### src/rtl/axis_monitor_scheduler.sv
// axis_monitor_scheduler
// Time-shares one fps_counter stream monitor between NUM_STREAMS AXI-Stream
// taps. One tap at a time is gated through to the monitor. A slot always
// starts on a frame boundary. After DWELL_FRAMES complete frames the slot
// advances round-robin over the masked streams. The block only observes the
// streams and never drives tready back into the pipeline.
//
// Optional feature: define SCHED_TIMEOUT_EN to abandon a slot after
// TIMEOUT_CYCLES cycles without a frame start. The timed-out stream is then
// marked not alive.
//
// Ports
//   i_axi_clk, i_axi_rst   clock, asynchronous active-low reset
//   i_enable               scheduler run enable
//   i_stream_mask          per-stream eligibility
//   i_tap_t*               per-stream tap bits (tdata packed, W bits per stream)
//   o_mon_t*               gated tap forwarded to the monitor (registered)
//   o_sel                  index of the selected stream
//   o_monitoring           high while a slot is open (MONITOR)
//   o_switch_stb           one-cycle pulse when the slot advances
//   o_stream_alive         per-stream frame-activity status
module axis_monitor_scheduler #(
  parameter int unsigned NUM_STREAMS     = 4,
  parameter int unsigned AXIS_DATA_WIDTH = 8,
  parameter int unsigned DWELL_FRAMES    = 8,
  parameter int unsigned TIMEOUT_CYCLES  = 100000000,
  parameter int unsigned SEL_WIDTH       = $clog2(NUM_STREAMS)
) (
  input  logic                                   i_axi_clk,
  input  logic                                   i_axi_rst,
  input  logic                                   i_enable,
  input  logic [NUM_STREAMS-1:0]                 i_stream_mask,
  input  logic [NUM_STREAMS-1:0]                 i_tap_tuser,
  input  logic [NUM_STREAMS-1:0]                 i_tap_tvalid,
  input  logic [NUM_STREAMS-1:0]                 i_tap_tready,
  input  logic [NUM_STREAMS-1:0]                 i_tap_tlast,
  input  logic [NUM_STREAMS*AXIS_DATA_WIDTH-1:0] i_tap_tdata,
  output logic                                   o_mon_tuser,
  output logic                                   o_mon_tvalid,
  output logic                                   o_mon_tready,
  output logic                                   o_mon_tlast,
  output logic [AXIS_DATA_WIDTH-1:0]             o_mon_tdata,
  output logic [SEL_WIDTH-1:0]                   o_sel,
  output logic                                   o_monitoring,
  output logic                                   o_switch_stb,
  output logic [NUM_STREAMS-1:0]                 o_stream_alive
);

  localparam int unsigned CNT_W = $clog2(DWELL_FRAMES + 1);

  typedef enum logic [1:0] {
    ST_IDLE    = 2'd0,
    ST_SYNC    = 2'd1,
    ST_MONITOR = 2'd2
  } state_e;

  state_e                     state_q, state_d;
  logic [SEL_WIDTH-1:0]       sel_q, sel_d;
  logic [CNT_W-1:0]           cnt_q, cnt_d;
  logic [NUM_STREAMS-1:0]     alive_q, alive_d;
  logic                       stb_q, stb_d;
  logic                       monitoring_q, monitoring_d;
  logic [NUM_STREAMS-1:0]     tuser_prev_q;
  logic                       mon_tuser_q, mon_tvalid_q, mon_tready_q, mon_tlast_q;
  logic                       mon_tuser_d, mon_tvalid_d, mon_tready_d, mon_tlast_d;
  logic [AXIS_DATA_WIDTH-1:0] mon_tdata_q, mon_tdata_d;

  logic [NUM_STREAMS-1:0]     frame_start;
  logic                       sel_fs;
  logic [SEL_WIDTH-1:0]       low_idx;
  logic [SEL_WIDTH-1:0]       nxt_idx;
  logic [AXIS_DATA_WIDTH-1:0] tap_tdata;
  logic [CNT_W-1:0]           cnt_inc;
  logic                       fwd;
  logic                       advance;
  logic                       tmo_hit;

  // Rising edge of tuser, tracked on every stream regardless of selection
  assign frame_start = i_tap_tuser & ~tuser_prev_q;
  assign sel_fs      = frame_start[sel_q];

  // Selected tdata lane
  always_comb begin
    tap_tdata = '0;
    for (int k = 0; k < int'(NUM_STREAMS); k++) begin
      if (SEL_WIDTH'(k) == sel_q) tap_tdata = i_tap_tdata[k*int'(AXIS_DATA_WIDTH) +: AXIS_DATA_WIDTH];
    end
  end

  // Lowest masked stream (slot start from IDLE) and next masked above sel_q
  always_comb begin
    low_idx = '0;
    for (int i = int'(NUM_STREAMS) - 1; i >= 0; i--) begin
      if (i_stream_mask[i]) low_idx = SEL_WIDTH'(i);
    end
    nxt_idx = sel_q;
    for (int i = int'(NUM_STREAMS) - 1; i >= 1; i--) begin
      if (i_stream_mask[(int'(sel_q) + i) % int'(NUM_STREAMS)]) begin
        nxt_idx = SEL_WIDTH'((int'(sel_q) + i) % int'(NUM_STREAMS));
      end
    end
  end

  // Completed-frame count after this frame start, saturating at DWELL_FRAMES
  assign cnt_inc = (cnt_q == CNT_W'(DWELL_FRAMES)) ? cnt_q : cnt_q + CNT_W'(1);

`ifdef SCHED_TIMEOUT_EN
  localparam int unsigned TMO_W = (TIMEOUT_CYCLES > 1) ? $clog2(TIMEOUT_CYCLES) : 1;
  logic [TMO_W-1:0] tmo_q, tmo_d;

  assign tmo_hit = (state_q != ST_IDLE) && (tmo_q == TMO_W'(TIMEOUT_CYCLES - 1));
`else
  assign tmo_hit = 1'b0;
`endif

  // Next-state, gate decision and registered-output inputs
  always_comb begin
    state_d = state_q;
    sel_d   = sel_q;
    cnt_d   = cnt_q;
    alive_d = alive_q;
    stb_d   = 1'b0;
    fwd     = 1'b0;
    advance = 1'b0;

    case (state_q)
      ST_IDLE: begin
        if (i_enable && (|i_stream_mask)) begin
          state_d = ST_SYNC;
          sel_d   = low_idx;
        end
      end
      ST_SYNC, ST_MONITOR: begin
        // Priority: disable > mask clear > timeout > frame start
        if (!i_enable || !(|i_stream_mask)) begin
          state_d = ST_IDLE;
        end else if (!i_stream_mask[sel_q]) begin
          advance = 1'b1;
        end else if (tmo_hit) begin
          alive_d[sel_q] = 1'b0;
          advance        = 1'b1;
        end else if (sel_fs) begin
          if (state_q == ST_SYNC) begin
            fwd            = 1'b1;
            cnt_d          = '0;
            alive_d[sel_q] = 1'b1;
            state_d        = ST_MONITOR;
          end else begin
            cnt_d = cnt_inc;
            // The start of the frame after the last dwelled one is dropped
            if (cnt_inc == CNT_W'(DWELL_FRAMES)) advance = 1'b1;
            else                                 fwd     = 1'b1;
          end
        end else if (state_q == ST_MONITOR) begin
          fwd = 1'b1;
        end
        if (advance) begin
          sel_d   = nxt_idx;
          stb_d   = 1'b1;
          state_d = ST_SYNC;
        end
      end
      default: state_d = ST_IDLE;
    endcase

    monitoring_d = (state_d == ST_MONITOR);
    mon_tuser_d  = fwd & i_tap_tuser[sel_q];
    mon_tvalid_d = fwd & i_tap_tvalid[sel_q];
    mon_tready_d = fwd & i_tap_tready[sel_q];
    mon_tlast_d  = fwd & i_tap_tlast[sel_q];
    mon_tdata_d  = fwd ? tap_tdata : '0;
  end

`ifdef SCHED_TIMEOUT_EN
  // Cycles since slot entry or last frame start of the selected stream
  always_comb begin
    tmo_d = tmo_q + TMO_W'(1);
    if (state_d == ST_IDLE || state_d != state_q || advance || sel_fs) tmo_d = '0;
  end

  always_ff @(posedge i_axi_clk or negedge i_axi_rst) begin
    if (!i_axi_rst) tmo_q <= '0;
    else            tmo_q <= tmo_d;
  end
`endif

  // All state and registered outputs
  always_ff @(posedge i_axi_clk or negedge i_axi_rst) begin
    if (!i_axi_rst) begin
      state_q      <= ST_IDLE;
      sel_q        <= '0;
      cnt_q        <= '0;
      alive_q      <= '0;
      stb_q        <= 1'b0;
      monitoring_q <= 1'b0;
      tuser_prev_q <= '0;
      mon_tuser_q  <= 1'b0;
      mon_tvalid_q <= 1'b0;
      mon_tready_q <= 1'b0;
      mon_tlast_q  <= 1'b0;
      mon_tdata_q  <= '0;
    end else begin
      state_q      <= state_d;
      sel_q        <= sel_d;
      cnt_q        <= cnt_d;
      alive_q      <= alive_d;
      stb_q        <= stb_d;
      monitoring_q <= monitoring_d;
      tuser_prev_q <= i_tap_tuser;
      mon_tuser_q  <= mon_tuser_d;
      mon_tvalid_q <= mon_tvalid_d;
      mon_tready_q <= mon_tready_d;
      mon_tlast_q  <= mon_tlast_d;
      mon_tdata_q  <= mon_tdata_d;
    end
  end

  assign o_mon_tuser    = mon_tuser_q;
  assign o_mon_tvalid   = mon_tvalid_q;
  assign o_mon_tready   = mon_tready_q;
  assign o_mon_tlast    = mon_tlast_q;
  assign o_mon_tdata    = mon_tdata_q;
  assign o_sel          = sel_q;
  assign o_monitoring   = monitoring_q;
  assign o_switch_stb   = stb_q;
  assign o_stream_alive = alive_q;

endmodule

### config.mk
export PLATFORM = sky130hd
export DESIGN_NAME = axis_monitor_scheduler
export DESIGN_NICKNAME = d
export VERILOG_FILES = /design/src/rtl/axis_monitor_scheduler.sv
export SDC_FILE = /design/constraint.sdc
export NUM_CORES = 1
export LEC_CHECK = 0
export BUFFER_PORTS_ARGS = -buffer_cell sky130_fd_sc_hd__buf_2
export CORE_MARGIN = 2
export CORE_UTILIZATION = 30
export DETAILED_ROUTE_END_ITERATION = 10
export GPL_TIMING_DRIVEN = 0
export PLACE_DENSITY_LB_ADDON = 0.25
export SLEW_MARGIN = 10
export SYNTH_ARGS = -nofsm -noshare
export SYNTH_HDL_FRONTEND = slang
export SYNTH_SLANG_ARGS = --single-unit
export TNS_END_PERCENT = 50
### constraint.sdc
create_clock -name i_axi_clk -period 2.35 [get_ports i_axi_clk]
set_clock_uncertainty 0.2 [all_clocks]
set_input_delay 0.1175 -clock i_axi_clk [delete_from_list [all_inputs] [get_ports i_axi_clk]]
set_output_delay 0.1175 -clock i_axi_clk [all_outputs]
set_load 0.005 [all_outputs]
; Yosys cells after proc, flatten, opt, wreduce, memory -nomap -nowiden
; Cells that the tools add are included.
; Widths: inputs -> output; s select.
[word_totals]
ff_bits = 30
latchBits = 0
mem_bits_rw = 0
rom_bits = 0
inputBits = 55
word_cells = 121
mem_count = 0
[op_classes]
add_sub_neg = 4
multipliers = 0
div = 0
magnitude_cmp = 5
n_eq_ne = 11
shifts = 0
mux = 62
bitwise = 11
n_reduce_logical = 16
[op_table]
columns = cell, n
row1 = $mux 8, 5
row2 = $mux 2, 15
row3 = $mux 1, 28
row4 = $bmux 1 s2, 9
row5 = $lt 3x4->1 const B, 3
row6 = $eq 4x4->1 const B, 2
row7 = $mux 4, 2
row8 = $pmux 2 s2, 2
row9 = $reduce_and 4->1, 2
row10 = $reduce_or 2->1, 4
row11 = $reduce_and 5->1, 1
row12 = $add 2x2->2 const B, 2
row13 = $add 4x1->4 const B, 1
row14 = $and 1x1->1, 4
row15 = $and 4x4->4, 1
row16 = $eq 2x2->1 const A, 2
row17 = $eq 2x2->1 const B, 2
row18 = $logic_not 2->1, 2
row19 = $ne 2x2->1 const B, 2
row20 = $ne 4x4->1 const B, 1
row21 = $not 4->4, 1
row22 = $or 4x4->4, 1
row23 = $reduce_or 4->1, 1
row24 = $and 1x1->1 const A, 3
row25 = other kinds (11), 13

; Logic depth before layout (Yosys ltp)
; Gate-level depths: netlist of run 1.
[depth]
word_depth = 12
mapped_depth = 11
mapped_depth_nobuf = 8

; Worst setup path before layout of run 1
; OpenSTA, ideal clock, no wires.
[synth_timing]
path_kind = flip-flop to flip-flop
startpoint = register sel_q[1], in the netlist o_sel[1]
endpoint = register mon_tready_q, in the netlist o_mon_tready
setup_ns = 0.069
t_arrival_ns = 2.176
path_slack_ns = -0.095
path_stages_with_launch = 9
path_buffers = 3
period_less_slack_ns = 2.445
path_cell_list = dfrtp_1 -> buf_6 -> and4b_1 -> or4_1 -> buf_2 -> and3_4 -> or3_4 -> buf_6 -> nor2b_2
[synth_via]
elab_chain_len = 7
elab_cells_between_ends = 11
classes_between = mux: 10 / bitwise: 1
[synth_lines]
columns = item, line_no
row1 = from (decl), 58  ; logic [SEL_WIDTH-1:0] sel_q, sel_d;
row2 = from (signal assigned), 204  ; sel_q <= sel_d;
row3 = $bmux 1 s2, 80  ; assign sel_fs = frame_start[sel_q];
row4 = $mux 1 (not written as such), 80
row5 = $mux 1, 142  ; end else if (sel_fs) begin
row6 = $mux 1, 137  ; end else if (!i_stream_mask[sel_q]) begin
row7 = $mux 1, 135  ; if (!i_enable || !(|i_stream_mask)) begin
row8 = $mux 1, 126  ; case (state_q)
row9 = $and 1x1->1 (*), 169  ; mon_tready_d = fwd & i_tap_tready[sel_q];
row10 = named net mon_tready_d, 65  ; logic mon_tuser_d, mon_tvalid_d, mon_tready_d, mon_tlast_d;
row11 = to (signal assigned), 212  ; mon_tready_q <= mon_tready_d;
row12 = to (decl), 64  ; logic mon_tuser_q, mon_tvalid_q, mon_tready_q, mon_tlast_q;
; Mark *: on every way through the listed nets, which the timed path passes. The rest lies on a longest branch. The select of a mux whose other input is x is not followed.
; A chain may end at the register's enable or synchronous reset.

; Worst setup path in the final report of run 1
[layout_timing]
startpoint = register sel_q[0], in the netlist o_sel[0]
endpoint = register mon_tuser_q, in the netlist o_mon_tuser
[layout_via]
elab_chain_len = 7
elab_cells_between_ends = 11
classes_between = mux: 10 / bitwise: 1
[layout_lines]
columns = item, line_no
row1 = $bmux 1 s2, 80
row2 = $mux 1 (not written as such), 80
row3 = $mux 1, 142
row4 = $mux 1, 137
row5 = $mux 1, 135
row6 = $mux 1, 126
row7 = $and 1x1->1 (*), 167  ; mon_tuser_d = fwd & i_tap_tuser[sel_q];
row8 = named net mon_tuser_d, 65
row9 = to (signal assigned), 210  ; mon_tuser_q <= mon_tuser_d;
row10 = to (decl), 64
; Marked as above.

==> results of run 1 <==
[power groups by stage]
stage               combinational (mW)  sequential, mW  clock [mW]
floorplan                         1.17           0.717           0
global placement                  1.56           0.724           0
detailed placement                1.57           0.728           0
CTS                               1.76           0.698       0.531
global route                      2.16           0.717       0.562
finish                            1.97           0.702       0.518
[state kept, by name (all words and copies together), names as in the netlist, 2 cells and up]
signal          cells
cnt_q               4
state_q             2
o_sel               2
o_stream_alive      4
o_mon_tdata         8
tuser_prev_q        4
[worst max path at each step]
stage / startpoint / to / slack [ps] / cells past startpoint
after floorplan: o_sel[0]$_DFFE_PN0P_ / o_monitoring$_DFF_PN0_ / -30 / 8
after global placement: o_sel[1]$_DFFE_PN0P_ / o_mon_tdata[6]$_DFF_PN0_ / -300 / 10
after detailed placement: o_sel[1]$_DFFE_PN0P_ / o_mon_tdata[6]$_DFF_PN0_ / -350 / 10
after CTS: o_sel[0]$_DFFE_PN0P_ / o_monitoring$_DFF_PN0_ / -110 / 8
after global routing: state_q[1]$_DFF_PN0_ / o_mon_tuser$_DFF_PN0_ / -210 / 8
final: o_sel[0]$_DFFE_PN0P_ / o_mon_tuser$_DFF_PN0_ / -120 / 7
[timing repair]
action,in CTS,in global routing
setup endpoints to repair,16,19
buffers inserted,7,4
cloned,1,0
hold buffers,13,0
resized for setup,12,29
endpoints found under the hold margin,42,0
pin swaps,5,7
[cell type report]
| class | instances | area, µm² |
|---|---|---|
| Buffer | 14 | 91.3 |
| Clock buffer | 5 | 68.8 |
| Clock inverter | 3 | 40.0 |
| Fill cell | 615 | 3410 |
| Inverter | 9 | 33.8 |
| Multi-Input combinational cell | 150 | 1290 |
| Sequential cell | 30 | 752 |
| Tap cell | 77 | 96.3 |
| Timing Repair Buffer | 96 | 599 |
[kinds of logic (layout without fill, tap and decap cells)]
logic type	count (synthesis)	in the layout	synth area share [%]
compound gates	53	53	18.9
mux	9	9	7.69
fa+ha+maj	12	12	7.50
simple gates	76	76	22.6
buf+inv	24	127	5.75
flops	30	30	37.5
[worst min-delay path, cell delays in order]
cell and delay, ps:
buf_2 80, a21oi_1 50, nor2_1 80, a21oi_1 70, nor2_4 70
[metal layers]
layer,global-route usage [%],part of all wire (%)
met1,18.8,45
met3,3.08,5.4
met2,25.9,48
met4,5.19,1.3
met5,0,0
[stage by stage]
step | instances | area (µm²) | hold slack [ps]
after floorplan | 204 | 2010 | -378
after global placement | 352 | 2460 | 7.47
after detailed placement | 352 | 2460 | 5.05
after CTS | 381 | 2830 | 4.30
after global routing | 384 | 2970 | 55.7
final | 384 | 2970 | 14.3
[Yosys cell counts, drive strengths merged, types with 2 or more instances]
| master | count | area share (%) |
|---|---|---|
| dfrtp | 30 | 38 |
| nor2 | 16 | 4.0 |
| nor2b | 15 | 4.9 |
| a21oi | 13 | 3.2 |
| ha | 12 | 7.5 |
| nand2 | 10 | 1.9 |
| clkbuf | 9 | 1.7 |
| inv | 9 | 1.7 |
| nor3 | 9 | 2.2 |
| a221oi | 7 | 3.1 |
| a31o | 6 | 2.6 |
| buf | 6 | 2.4 |
| nand3 | 6 | 1.5 |
| o21ai | 6 | 1.5 |
| mux4 | 5 | 5.6 |
| a211oi | 3 | 1.1 |
| a31oi | 3 | 0.94 |
| mux2i | 3 | 1.5 |
| o21a | 3 | 1.1 |
| o22ai | 3 | 0.94 |
| and3 | 2 | 0.88 |
| nand3b | 2 | 0.75 |
| nand4b | 2 | 0.88 |
| nor4 | 2 | 0.62 |
| nor4b | 2 | 0.88 |
| nor4bb | 2 | 1.0 |
| o41ai | 2 | 1.3 |
==> flow_summary.toml, run 1 <==
[sta]
fin_crit_sh_pct = 105
period_needed_ps = 2470
hold_viol = 0
setup_viol = 13
worst_pin_slew_ps = 955
max_slew_margin_pct = 35.5
slew_violations = 0
rsz0062_at_grt = "true"
finalSetupTns_ps = -1230
setup_ws_ps = -117
fmax_ghz = 0.405

[floorplanning]
die_w_um = 85.7
die_h_um = 85.7
initial_core_util_pct = 31.3
row_count = 29
die_area_um2 = 7340
pin_count = 75
core_um2 = 6390

[power]
internal_power_mw = 1.83
powerDensity_nw_per_um2 = 1070
p_sw_share_pct = 42.5
p_sw_mw = 1.36
combinationalPowerShare_pct = 61.8
ir_drop_uv = 439
clockPowerShare_pct = 16.2
seq_power_share_pct = 22.0
p_leak_nw = 1.39
power_mw = 3.19

[layout]
drive_gt1_share_pct = 45.6
antennaDiodeCount = 0
mostFrequentLayoutCell = "buf_2"
area_growth_pct = 48.6
final_util_pct = 46.6
layout_common_cells = "72 x buf_2, 29 x dfrtp_1, 13 x nor2b_1, 13 x dlygate4sd3_1, 11 x ha_1"
nNetsFinal = 373

[run]
drv_cap = 0

[global_routing]
grt.total_usage_pct = 15.1
grt_pass1_wl_um = 8740
grt_max_degree = 31
antenna_found_initial = 0
overflow = 0
grt_pass1_vias = 1871

[yosys]
yosys_warnings = 0
ys.flop_type = "dfrtp_1"
synth_edf_count = 0
yosysSeqAreaShare_pct = 37.5
syn_inst = 204
synthDistinctLibCells = 49
postSynth.asyncResetShare_pct = 100
synth.avg_cell_area_um2 = 9.81
syn-cell-area_um2 = 2000
synth_nets = 271
synth_seq_cells = 30

[drt]
wl_per_cell_um = 14.9
vias = 1951
viasPerCell = 5.08
drtIter0Drc = 61
wl_um = 5740
ant_nets = 0
drt_first_pass_iters = 4
drc_errors = 0

[worst_setup_path]
critical_path.max_stage_delay_ps = 580
ff2ff_path_depth = 7
end_kind = "register"
rrSetupSlack_ps = -120
path_delay_family = "simple AND/OR/NAND/NOR gates"
critPathMaxFanout = 6
cp.required_ps = 2370
crit_type = "reg2reg"
cp_slowest_cell = "or4_4"
crit_buf_inv = 2
path_cells = "buf_6 > and4b_1 > or4_4 > and3_4 > or3_4 > buf_12 > nor2b_4"
critPathArrivalTime_ps = 2490
timing.rr.start = "o_sel[0]$_DFFE_PN0P_"
worstReg2RegEnd = "o_mon_tuser$_DFF_PN0_"
cp-start-kind = "register"

[clock_tree]
cts_tree = "yes"
cts-root-buf = "clkbuf_8"
clk_latency_ps = 290
htreeDepth = 2
cts_buffers = 5
cts.path.max_buffers = 2
clock-sinks = 30
clk_pin_slew_ps = 70

[placed_design]
portBuffers = 71
hpwlAfterDp_um = 4000
post-place-ws_ps = -355
gp_congestion = 0.844

[status]
status = "finished with violations"
violations = "setup timing"

[worst_hold_path]
hold_depth = 5
holdCritStartpoint = "i_tap_tdata[20]"
holdCritPathClass = "in2reg"
whs_endpoint = "o_mon_tdata[4]$_DFF_PN0_"
No activity file was read; power rests on OpenSTA's default activity.
==> inputs of run 2 (changes only) <==
--- a/config.mk
+++ b/config.mk
@@ -12,3 +12,2 @@
 export GPL_TIMING_DRIVEN = 0
-export PLACE_DENSITY_LB_ADDON = 0.25
 export SLEW_MARGIN = 10
@@ -17,2 +16,2 @@
 export SYNTH_SLANG_ARGS = --single-unit
-export TNS_END_PERCENT = 50
+export TNS_END_PERCENT = 10
--- a/constraint.sdc
+++ b/constraint.sdc
@@ -4,2 +4,2 @@
 set_output_delay 0.1175 -clock i_axi_clk [all_outputs]
-set_load 0.005 [all_outputs]
+set_load 0.01 [all_outputs]
==> run 2 against run 1 <==
Effect of this change: the run still ends with setup timing left; flip-flop and latch count unchanged; core utilization down 3.6 points; hold slack improved by 48 ps; non-clock buffer count down 9; count of clock-buffer cells in the layout unchanged; register-to-register slack about the same; die area is the same; combinational power down 13%; sequential power increased by 2%; worst setup slack better by 8.2 ps; first-iteration DRC count is 140% higher; via count is 1.4% lower.
==> flow_summary.toml, run 2 (synthesized netlist as in run 1, its figures left out) <==
[drt]
ant_nets = 0
drt_first_pass_iters = 5
drtIter0Drc = 147
wl_per_cell_um = 14.2
vias = 1924
wl_um = 5290
viasPerCell = 5.14
drc_errors = 0

[global_routing]
use_met3_pct = 4.04
grt_max_degree = 31
grt.total_usage_pct = 14.9
grtUsageMet2_pct = 23.9
overflow = 0
grt_pass1_wl_um = 8760
antenna_found_initial = 0
busiest_layer = "met2"
grt_pass1_vias = 1902
use_met1_pct = 19.2

[power]
powerDensity_nw_per_um2 = 1020
ir_drop_uv = 434
internal_power_mw = 1.59
p_sw_share_pct = 43.4
seq_power_share_pct = 25.4
p_sw_mw = 1.22
clockPowerShare_pct = 13.7
p_leak_nw = 1.30
power_mw = 2.81
combinationalPowerShare_pct = 60.9

[sta]
period_needed_ps = 2460
setup_ws_ps = -109
worst_pin_slew_ps = 734
fmax_ghz = 0.407
hold_viol = 0
finalSetupTns_ps = -922
rsz0062_at_grt = "true"
setup_viol = 11
max_slew_margin_pct = 50.4
slew_violations = 0
hold_ws_ps = 62.4
fin_crit_sh_pct = 105

[placed_design]
portBuffers = 71
gp_congestion = 0.794
post-place-ws_ps = -278
hpwlAfterDp_um = 3880

[worst_setup_path]
end_kind = "register"
cp.required_ps = 2360
worstReg2RegEnd = "o_mon_tdata[5]$_DFF_PN0_"
cp-start-kind = "register"
ff2ff_path_depth = 8
critPathArrivalTime_ps = 2470
crit_type = "reg2reg"
critPathLaunch = "o_sel[0]$_DFFE_PN0P_"
rrSetupSlack_ps = -110
endpoint = "o_mon_tdata[5]$_DFF_PN0_"
timing.rr.start = "o_sel[0]$_DFFE_PN0P_"
critPathMaxFanout = 10

[floorplanning]
die_h_um = 85.7
pin_count = 75
die_area_um2 = 7340
row_count = 29
core_um2 = 6390
initial_core_util_pct = 31.3
die_w_um = 85.7

[layout]
antennaDiodeCount = 0
layout_common_cells = "72 x buf_2, 28 x dfrtp_1, 13 x a21oi_1, 13 x nor2b_1, 13 x dlygate4sd3_1"
nNetsFinal = 364
area_growth_pct = 37.1
n_fill_cell = 653
mostFrequentLayoutCell = "buf_2"
final_util_pct = 43.0
drive_gt1_share_pct = 41.1
largest_register_ffs = 8
seq_area_um2 = 753
multi_input_area_um2 = 1180

[clock_tree]
clock-sinks = 30
htreeDepth = 2
cts_tree = "yes"
cts-root-buf = "clkbuf_8"
clk_latency_ps = 280
cts_buffers = 5
cts.path.max_buffers = 2
clk_pin_slew_ps = 60

[status]
status = "finished with violations"
violations = "setup timing"

[run]
drv_cap = 0

[worst_hold_path]
holdCritPathClass = "in2reg"
-- run 2: worst min-delay path by stage --
stage               startpoint                  endpoint  slack [ps]  cells after the start
3_5_place_dp         i_axi_rst  o_mon_tdata[2]$_DFF_PN0_           6                      1
5_1_grt        i_tap_tready[3]    o_mon_tready$_DFF_PN0_          60                      3
3_3_place_gp         i_axi_rst  o_mon_tdata[2]$_DFF_PN0_        -0.3                      1
4_1_cts        i_tap_tvalid[0]    o_mon_tvalid$_DFF_PN0_          50                      3
2_1_floorplan        i_axi_rst      cnt_q[0]$_DFFE_PN0P_        -380                      0
6_report       i_tap_tvalid[0]    o_mon_tvalid$_DFF_PN0_          60                      3
-- run 2: final cells by class --
class | instances | area share, %
multi-input cells | 150 | 43.0
flip-flops and latches | 30 | 27.4
repair buffers | 86 | 18.2
plain buffers | 15 | 3.74
well taps | 77 | 3.51
clock buffers | 5 | 2.51
inverters | 9 | 1.23
clock inverters | 2 | 0.365
-- run 2: layer usage --
metal / share of wire (%) / vias to the layer above
met3: 7.1 / 5
li1: - / 946
met2: 46 / 64
met4: 1.4 / 0
met5: 0 / -
met1: 45 / 909
-- run 2: worst max-delay path, cell delays in order, from the launching register on --
cell,delay (ps)
dfrtp_1,400
buf_6,150
nor4bb_1,120
or4_1,540
buf_6,160
and3_4,190
or3_4,360
buf_12,160
nor2_2,100
-- run 2: timing repair --
item	CTS	global route
gates resized for setup	4	14
setup endpoints to repair	15	18
pin swaps	6	0
hold buffers	13	0
setup buffers	2	0
endpoints found under the hold margin	42	0
-- run 2: power by group through the flow --
stage / sequential [mW] / combinational, mW / clock (mW)
after floorplan: 0.742 / 1.17 / 0
after global placement: 0.722 / 1.58 / 0
after detailed placement: 0.724 / 1.60 / 0
after CTS: 0.711 / 1.66 / 0.404
after global routing: 0.731 / 1.92 / 0.426
final: 0.713 / 1.71 / 0.386
-- run 2: per-stage QoR --
step | cells | cell area (µm²)
after global routing | 374 | 2750
after detailed placement | 352 | 2460
after CTS | 374 | 2700
final | 374 | 2750
after floorplan | 204 | 2010
after global placement | 352 | 2460
